--- src/rtl/pipelined_adder_param.sv ---
// Pipelined add/subtract: WIDTH bits resolved SEG bits per stage with a
// registered carry between stages, one operation accepted per clock, and
// valid/ready handshakes on both sides.
module pipelined_adder_param #(
    parameter int unsigned WIDTH = 16,
    parameter int unsigned SEG   = 4
) (
    input  logic             clk,
    input  logic             rst,
    input  logic             in_valid,
    output logic             in_ready,
    input  logic [WIDTH-1:0] a,
    input  logic [WIDTH-1:0] b,
    input  logic             carry_in,
    input  logic             sub,
    output logic             out_valid,
    input  logic             out_ready,
    output logic [WIDTH-1:0] sum,
    output logic             carry_out,
    output logic             overflow
);

    localparam int unsigned STAGES = WIDTH / SEG;
    localparam int unsigned LAST   = STAGES - 1;

    // Per-stage registers: valid, skewed operands, partial sum, segment carry
    logic [STAGES-1:0] vld_q;
    logic [WIDTH-1:0]  opa_q  [STAGES];
    logic [WIDTH-1:0]  opb_q  [STAGES];
    logic [WIDTH-1:0]  part_q [STAGES];
    logic [STAGES-1:0] cry_q;
    logic              ovf_q;

    // Stage inputs and next values
    logic              en;
    logic [STAGES-1:0] src_v;
    logic [WIDTH-1:0]  src_a  [STAGES];
    logic [WIDTH-1:0]  src_b  [STAGES];
    logic [WIDTH-1:0]  src_p  [STAGES];
    logic [STAGES-1:0] src_c;
    logic [WIDTH-1:0]  nxt_p  [STAGES];
    logic [STAGES-1:0] nxt_c;
    logic              nxt_ovf;
    logic [SEG:0]      seg_sum;

    // Global enable, stage source muxing and per-segment addition
    always_comb begin
        en      = !vld_q[LAST] || out_ready;
        seg_sum = '0;

        // Stage 0 takes the operands; subtraction is a + ~b + 1
        src_v[0] = in_valid;
        src_a[0] = a;
        src_b[0] = sub ? ~b : b;
        src_c[0] = sub | carry_in;
        src_p[0] = '0;
        for (int k = 1; k < int'(STAGES); k++) begin
            src_v[k] = vld_q[k-1];
            src_a[k] = opa_q[k-1];
            src_b[k] = opb_q[k-1];
            src_c[k] = cry_q[k-1];
            src_p[k] = part_q[k-1];
        end

        for (int k = 0; k < int'(STAGES); k++) begin
            seg_sum = {1'b0, src_a[k][k*SEG +: SEG]}
                    + {1'b0, src_b[k][k*SEG +: SEG]}
                    + (SEG+1)'(src_c[k]);
            nxt_p[k] = src_p[k];
            nxt_p[k][k*SEG +: SEG] = seg_sum[SEG-1:0];
            nxt_c[k] = seg_sum[SEG];
        end

        // Carry into the MSB is a ^ b ^ sum at that bit
        nxt_ovf = src_a[LAST][WIDTH-1] ^ src_b[LAST][WIDTH-1]
                ^ nxt_p[LAST][WIDTH-1] ^ nxt_c[LAST];
    end

    // Pipeline advance; data registers only load on valid slots so outputs hold across bubbles
    always_ff @(posedge clk) begin
        if (rst) begin
            vld_q <= '0;
            cry_q <= '0;
            ovf_q <= 1'b0;
            for (int k = 0; k < int'(STAGES); k++) begin
                opa_q[k]  <= '0;
                opb_q[k]  <= '0;
                part_q[k] <= '0;
            end
        end else if (en) begin
            vld_q <= src_v;
            for (int k = 0; k < int'(STAGES); k++) begin
                if (src_v[k]) begin
                    opa_q[k]  <= src_a[k];
                    opb_q[k]  <= src_b[k];
                    part_q[k] <= nxt_p[k];
                    cry_q[k]  <= nxt_c[k];
                end
            end
            if (src_v[LAST]) begin
                ovf_q <= nxt_ovf;
            end
        end
    end

    assign in_ready  = en;
    assign out_valid = vld_q[LAST];
    assign sum       = part_q[LAST];
    assign carry_out = cry_q[LAST];
    assign overflow  = ovf_q;

endmodule

--- config.mk ---
export PLATFORM = sky130hd
export DESIGN_NAME = pipelined_adder_param
export DESIGN_NICKNAME = d
export VERILOG_FILES = /design/src/rtl/pipelined_adder_param.sv
export SDC_FILE = /design/constraint.sdc
export NUM_CORES = 1
export LEC_CHECK = 0
export ABC_CLOCK_PERIOD_IN_PS = 6660
export BUFFER_PORTS_ARGS = -buffer_cell sky130_fd_sc_hd__buf_4
export CORE_UTILIZATION = 23
export CTS_BUF_LIST = sky130_fd_sc_hd__clkbuf_4 sky130_fd_sc_hd__clkbuf_8 sky130_fd_sc_hd__clkbuf_16
export DETAILED_ROUTE_END_ITERATION = 8
export GPL_TIMING_DRIVEN = 0
export HOLD_SLACK_MARGIN = 0.15
export PLACE_DENSITY_LB_ADDON = 0.2
export SLEW_MARGIN = 10
export SYNTH_ARGS = -nofsm -noshare
export SYNTH_HDL_FRONTEND = slang
export SYNTH_SLANG_ARGS = --single-unit
--- constraint.sdc ---
create_clock -name clk -period 6.66 [get_ports clk]
set_input_delay 1.332 -clock clk [delete_from_list [all_inputs] [get_ports clk]]
set_output_delay 1.332 -clock clk [all_outputs]
set_load 0.01 [all_outputs]
# Word level (Yosys, flattened, before mapping)
# Memories as Yosys holds them, arrays and structs flattened.
# Cells that the tools add are included.
dict set report totals {
  register_bits 9
  word_cells 71
  n_memories 3
  in_bits 38
  ram_bits 192
}
dict set report classes {
  n_bitwise 17
  addsub 8
  n_mux 31
  reduce_logical 6
}
# name depth word_bits rd rd_clocked_by_memory_dff wr line
set mem_list {}
lappend mem_list {opa_q 4 16 3 0 4 28} ;# logic [WIDTH-1:0] opa_q [STAGES];
lappend mem_list {opb_q 4 16 3 0 4 29} ;# logic [WIDTH-1:0] opb_q [STAGES];
lappend mem_list {part_q 4 16 4 0 4 30} ;# logic [WIDTH-1:0] part_q [STAGES];
# cell count
set op_table {}
lappend op_table {{$mux W16} 13}
lappend op_table {{$add A4 B4 Y5} 4}
lappend op_table {{$add A5 B1 Y5} 4}
lappend op_table {{$mux W1} 18}
lappend op_table {{$not A16 Y16} 1}
lappend op_table {{$or A1 B1 Y1} 13}
lappend op_table {{$reduce_and A2 Y1} 4}
lappend op_table {{$xor A1 B1 Y1} 3}
lappend op_table {{$logic_not A1 Y1} 1}
lappend op_table {{$logic_or A1 B1 Y1} 1}

# Logic depth before layout (Yosys ltp)
# Gate-level depths: netlist of run 1.
dict set report logic_depth {
  ltp_word 6
  mapped_depth 8
  ltp_nobuf 8
}

# Worst setup path after synthesis of run 1
# No wires, ideal clock.
dict set report synth_path {
  path_kind {input-to-reg}
  startpoint {input sub}
  endpoint {register cry_q[0]}
  setup_ns 0.143
  arrival_ns 3.206
  setup_slack_ns 3.310
  stages 8
  cell_sequence {buf_2 -> buf_2 -> or2_2 -> fa_1 -> fa_1 -> a21o_1 -> a21oi_1 -> a311oi_1}
}
dict set report synth_via {
  elab_chain_len 3
  elab_cells_between_ends 4
  classes_between {add/sub: 2; mux: 1; bitwise: 1}
}
# item line
set synth_lines {}
lappend synth_lines {{from (decl)} 15} ;# input logic sub,
lappend synth_lines {{$mux W16} 54} ;# src_b[0] = sub ? ~b : b;
lappend synth_lines {{$add A4 B4 Y5} 67} ;# + {1'b0, src_b[k][k*SEG +: SEG]}
lappend synth_lines {{$add A5 B1 Y5 (*)} 68} ;# + (SEG+1)'(src_c[k]);
lappend synth_lines {{to (signal, indexed assignment)} 97} ;# cry_q[k] <= nxt_c[k];
lappend synth_lines {{to (decl)} 31} ;# logic [STAGES-1:0] cry_q;
# Every way passes the cells marked *; elsewhere a longest branch is shown, timed or not.
# A chain may end at the register's enable or synchronous reset.

# Worst setup path after layout of run 1
dict set report layout_path {
  startpoint {input out_ready}
  endpoint {output in_ready}
}
dict set report layout_via {
  elab_chain_len 1
}
# item line
set layout_lines {}
lappend layout_lines {{from (decl)} 17} ;# input logic out_ready,
lappend layout_lines {{$logic_or A1 B1 Y1} 48} ;# en = !vld_q[LAST] || out_ready;
lappend layout_lines {{to (decl)} 11} ;# output logic in_ready,
# Every way passes these cells.

==> metrics, run 1 <==
later-pin clock latency in the skew report=340 ps; Final GP Congestion=0.688; # rows=49; register area=2820 µm²; first-pass GRT wire length=12.7 mm; ant diodes=0; Crit Path Max Fanout=10; nets@finish=432; Hold Vio Cnt, Final=0; port bufs=56; Setup TNS=0 ps; outcome=finished with violations; Max-slew headroom=0.262; Worst Hold Class=reg2reg; 1st-pass router iterations=6; share of cells above drive strength 1=0.235; vias in the first global route=2458; vias=2402; most common cell after layout, fill and taps aside=edfxtp_1; Max-Cap Viols=0; Die Y=139 µm; pwr/cell area=255 nW/µm²; cell taking the most area after synthesis=edfxtp_1; post-cts resize count=0; Congestion Overflow GR=0; CTS Hold Buffers Added=0; yosys warns=0; CTS Root Cell=clkbuf_16; largest cells by area after synthesis=edfxtp_1 62%, and3_1 9.6%, dfxtp_1 4.2%; Syn Inst Count=307; Post-CTS Setup Inserts=0; Worst Setup End Kind=primary output; I/O pins=58; leakage power=0.00233 µW; Tcrit/Tclk final=0.544; DRC Markers=8; TritonCTS Buffers=9; Core Region=18100 µm²; Mapped Area=4290 µm²; final setup violation count=0; post-layout min period=3620 ps; Slew @ Worst Pin=1110 ps; Peak Freq=276 MHz; DP HPWL=6.09 mm; CTS tree=done; clock sinks=97; Layout Utilization=0.292; Peak VDD IR=0.127 mV; CP Class=in2out; Final ANT Viol Nets=0; WP data required=5330 ps; final wirelength=7.85 mm; GR Util All Layers=0.0879; Multi-input gate area=1320 µm²; RSZ-0062 raised after global routing=no; DRT iter0 DRCs=94; Worst-path clk slew=60 ps; count of different cell masters after synthesis=27; largest net degree at the start of global routing=29; crit path DAT=2290 ps; initial core utilization=0.237; fillers=1856; most frequent cells in the layout=88 x edfxtp_1, 66 x and3_1, 56 x buf_4, 22 x nor2_1, 16 x xnor2_1; Max Root-Sink Buffers=2; CTS H-tree depth=3; Synth Register Bits=97; Synth Net Count=365; Seq/Total Area, Yosys=0.658; Slew Viols, Final=0; chip width=139 µm; failing checks=design-rule violations; area grow syn2layout=23.4%; syn_area_per_cell=14.0 µm²; antenna violations before repair=0; Critical Path Source Type=input port; Vias/cell=3.95; Die ar.=19200 µm²; wire per inst=12.9 µm; skew final=5.50 ps; top cell type's share of synthesized area=0.616; Power Total=1350 µW
==> Yosys cell counts <==
| master | number |
|---|---|
| a311oi_1 | 5 |
| clkbuf_1 | 9 |
| nor2b_1 | 1 |
| and2b_4 | 1 |
| or2_2 | 1 |
| clkbuf_2 | 4 |
| buf_2 | 4 |
| edfxtp_1 | 88 |
| ha_1 | 12 |
| buf_6 | 3 |
| and3_1 | 66 |
| a21o_1 | 10 |
| xor2_1 | 8 |
| nor3_1 | 1 |
| inv_1 | 10 |
| nand2_1 | 10 |
| a21boi_0 | 1 |
| dfxtp_1 | 9 |
| nand2b_4 | 1 |
| a21oi_1 | 11 |
| fa_1 | 8 |
| nor3b_1 | 1 |
| nand2_2 | 2 |
| a21oi_2 | 2 |
| o21ai_0 | 1 |
| xnor2_1 | 16 |
| nor2_1 | 22 |
==> path summary, 6_finish.rpt <==
| path | slack, ps | from | end | cells after the start |
|---|---|---|---|---|
| worst max-delay path | 3040 | out_ready | in_ready | 5 |
| worst min-delay path | 520 | cry_q[0] | cry_q[0] | 2 |
| worst max register to register | 4360 | vld_q[3] | opa_q[0][15] | 4 |
| worst min register to register | 520 | cry_q[0] | cry_q[0] | 2 |
==> final cells by class <==
| class | instances | share of cell area |
|---|---|---|
| buffer | 20 | 0.0203 |
| clock buffer | 9 | 0.0426 |
| clock inverter | 7 | 0.0135 |
| inverter | 10 | 0.00710 |
| multi-input combinational | 180 | 0.249 |
| sequential | 97 | 0.534 |
| tap | 229 | 0.0542 |
| timing repair buffer | 56 | 0.0795 |
==> per-stage QoR <==
stage | instances | worst slack [ps] | cell area (µm²) | hold slack (ps)
after floorplan | 307 | 3310 | 4290 | 492
after global placement | 592 | 2980 | 4990 | 511
after detailed placement | 592 | 2960 | 4990 | 513
after CTS | 608 | 3030 | 5290 | 523
after global routing | 608 | 2980 | 5290 | 552
final | 608 | 3040 | 5290 | 522
==> flip-flops by register name, summed over array words and instances, names as in the netlist <==
register,flops
overflow,1
cry_q,4
vld_q,4
opb_q,24
part_q,40
opa_q,24
==> kinds of logic after synthesis <==
family	synth area share
and+or+nand+nor	0.139
DFF	0.658
AOI/OAI and AO/OA	0.0476
buffers and inverters	0.0339
xor gates and xnor gates	0.0490
adders and majority gates	0.0724
==> metal layers <==
| metal | vias to the layer above | routed length [µm] | GRT usage | share of wire |
|---|---|---|---|---|
| met2 | 55 | 3670 | 0.145 | 0.47 |
| met5 | - | 0 | 0 | 0 |
| met4 | 0 | 97 | 0.0302 | 0.012 |
| met1 | 1091 | 3700 | 0.106 | 0.47 |
| li1 | 1249 | - | - | - |
| met3 | 7 | 390 | 0.0315 | 0.050 |
==> worst max-delay path, cell delays in order <==
cell	delay, ps
buf_4	80
nand2b_4	100
buf_6	130
clkbuf_1	430
buf_4	220
==> where the power goes <==
part | switching, µW | internal, µW
clock | 212 | 290
sequential | 12.2 | 705
combinational | 69.9 | 60.9
(Power assumes the default switching activity.)
==> run 2, diff against run 1 <==
--- a/config.mk
+++ b/config.mk
@@ -5,7 +5,8 @@
 export SDC_FILE = /design/constraint.sdc
 export NUM_CORES = 1
 export LEC_CHECK = 0
-export ABC_CLOCK_PERIOD_IN_PS = 6660
+export ABC_AREA = 1
+export ABC_CLOCK_PERIOD_IN_PS = 3200
 export BUFFER_PORTS_ARGS = -buffer_cell sky130_fd_sc_hd__buf_4
 export CORE_UTILIZATION = 23
 export CTS_BUF_LIST = sky130_fd_sc_hd__clkbuf_4 sky130_fd_sc_hd__clkbuf_8 sky130_fd_sc_hd__clkbuf_16
==> constraint.sdc (replaced) <==
create_clock -name clk -period 3.2 [get_ports clk]
set_input_delay 0.64 -clock clk [delete_from_list [all_inputs] [get_ports clk]]
set_output_delay 0.64 -clock clk [all_outputs]
set_load 0.01 [all_outputs]
==> run 2 against run 1 <==
The run now ends clean. Register-to-register slack got worse by 3000 ps. Die area increased by 4.8%. Sequential share of layout area is 2.9 points lower. Via count grew 5.7%. Cell area increased by 5.7%. Critical path depth increased by 4. Highest routed layer unchanged. Flip-flop and latch count unchanged.
==> metrics, run 2 <==
outcome=completed; CP Class=in2reg; 1st-pass router iterations=5 (-1); Power Total=3020 µW (+120%); Post-synth EDFFs=88 (unchanged); Peak VDD IR=0.242 mV (+90%); yosys warns=0 (unchanged); Crit Path Max Fanout=10 (unchanged); # rows=50 (+2.0%); GR Util All Layers=0.0794 (-0.00844); Worst Setup End Kind=register; post-layout min period=2310 ps; Slew Viols, Final=0 (unchanged); Slowest-stage cell, CP=fa_1; Post-CTS Setup Inserts=0 (unchanged); Vias/cell=3.47 (-12%); CTS Root Cell=clkbuf_16; Hold Vio Cnt, Final=0 (unchanged); Slew @ Worst Pin=965 ps (-143 ps); wire per inst=10.2 µm (-21%); Synth Register Bits=97 (unchanged); Final ANT Viol Nets=0 (unchanged); most common cell after layout, fill and taps aside=edfxtp_1; syn_area_per_cell=11.3 µm² (-19%); largest registers=part_q (40), opa_q (24), opb_q (24); skew final=7.57 ps (+2.07 ps); Setup TNS=0 ps (unchanged); Tcrit/Tclk final=0.721; CTS Hold Buffers Added=0 (unchanged); Max Root-Sink Buffers=2 (unchanged); leakage power=0.00238 µW (+2.0%); initial core utilization=0.237 (about the same); Core Region=19000 µm² (+4.8%); Main synth FF type=edfxtp_1; most common cell in the netlist=edfxtp_1; Die Y=142 µm (+2.4%); TritonCTS Buffers=9 (unchanged); largest net degree at the start of global routing=30 (+3.4%); Die ar.=20100 µm² (+4.8%); nets@finish=524 (+21%); post-cts resize count=0 (unchanged); largest cells by area after synthesis=edfxtp_1 59%, inv_1 7.0%, nor2_1 6.7%; later-pin clock latency in the skew report=340 ps (about the same); CTS H-tree depth=3 (unchanged); CP max stage delay=410 ps (-20 ps); Critical Path Source Type=input port; DRT iter0 DRCs=74 (-21%); vias in the first global route=2585 (+5.2%); I/O pins=58 (unchanged); Worst Hold Class=reg2reg; vias=2539 (+5.7%); most instantiated cells after synthesis=88 x edfxtp_1, 84 x inv_1, 80 x nor2_1; Mapped Area=4490 µm² (+4.8%); RSZ-0062 raised after global routing=no; final setup violation count=0 (unchanged); chip width=142 µm (+2.4%); area grow syn2layout=24.4%; DRC Markers=0 (-8); first-pass GRT wire length=12.2 mm (-4.4%); Max-Cap Viols=0 (unchanged); Worst-path clk slew=70 ps (about the same); port bufs=56 (unchanged); crit path DAT=2520 ps (+230 ps); DP HPWL=5.74 mm (-5.7%); Top delay family on crit path=adder cells; Largest Register=part_q; ant diodes=0 (unchanged); pwr/cell area=540 nW/µm² (+110%); cell taking the most area after synthesis=edfxtp_1; Buf+Inv Stages, Crit Path=2 (-2); Final GP Congestion=0.721 (+4.8%); Max-slew headroom=0.355 (+0.0938); WP data required=3410 ps (-1920 ps); Congestion Overflow GR=0 (unchanged); crit-path cells=buf_4 -> buf_4 -> or2_2 -> fa_1 -> fa_1 -> nand2_1 -> a21oi_1 -> o21ai_0 -> o21ai_0; count of different cell masters after synthesis=28 (+3.7%); CTS tree=done; Peak Freq=433 MHz; most frequent cells in the layout=88 x edfxtp_1, 84 x inv_1, 80 x nor2_1, 60 x buf_4, 30 x nand2_1; Seq/Total Area, Yosys=0.628 (-0.0304); share of cells above drive strength 1=0.223 (-0.0119); r2r setup slk=1390 ps (-2970 ps); top cell type's share of synthesized area=0.588 (-0.0285); Async S/R FF share, synth=0 (unchanged); final wirelength=7.43 mm (-5.4%); antenna violations before repair=0 (unchanged); Synth Net Count=457 (+25%); clock sinks=97 (unchanged); max reg flops=40 (unchanged); Syn Inst Count=399 (+30%)
==> run 2: cell types whose count changed after synthesis, sizes merged, moves of 7 or more <==
cell,previous run,this run
o21ai,1,8
nand2,12,34
nand3,0,16
a21o,10,0
clkbuf,13,0
inv,10,86
nor2,22,91
and3,66,0
==> run 2: metal layers <==
metal	routed length (µm)	global-route usage	up-vias
met2	3140	0.123	56
met1	3750	0.0999	1094
met5	0	0	-
met3	362	0.0206	11
met4	177	0.0475	0
li1	-	-	1378
==> run 2: where the power goes <==
part / internal, µW / total (µW) / switching (µW)
clock network: 772 / 1240 / 472
registers: 1470 / 1490 / 25.3
logic: 122 / 284 / 163
==> run 2: cell type report <==
class / count / area [µm²]
buffer: 12 / 98.8
clock buffer: 9 / 225
clock inverter: 7 / 125
fill: 1975 / 13400
inverter: 87 / 328
multi-input combinational: 203 / 1250
sequential: 97 / 2820
tap: 260 / 325
timing repair buffer: 56 / 420
==> run 2: worst min-delay path: cells and delay by family (launching register included) <==
family	cells	cell delay, ps
DFF	1	330
and+or+nand+nor	2	130
==> run 2: stage by stage <==
| stage | hold slack, ps | std cells | instance area [µm²] | worst slack (ps) | utilization |
|---|---|---|---|---|---|
| final | 492 | 731 | 5590 | 893 | 0.295 |
| after CTS | 492 | 731 | 5590 | 851 | 0.295 |
| after global placement | 481 | 715 | 5240 | 510 | 0.276 |
| after detailed placement | 482 | 715 | 5240 | 479 | 0.276 |
| after global routing | 509 | 731 | 5590 | 785 | 0.295 |
| after floorplan | 461 | 399 | 4490 | 670 | - |
==> run 2: final timing paths <==
path | from | to | cells after the start
worst max-delay path | sub | cry_q[0] | 9
worst min-delay path | vld_q[1] | vld_q[1] | 2
worst max register to register | opb_q[0][44] | overflow | 9
worst min register to register | vld_q[1] | vld_q[1] | 2
==> run 2: kinds of logic after synthesis <==
kind of cell	share of synthesized area
buffers and inverters	0.0949
AOI/OAI and AO/OA	0.0223
and+or+nand+nor	0.153
DFF	0.628
adders and majority gates	0.0690
xor gates and xnor gates	0.0331
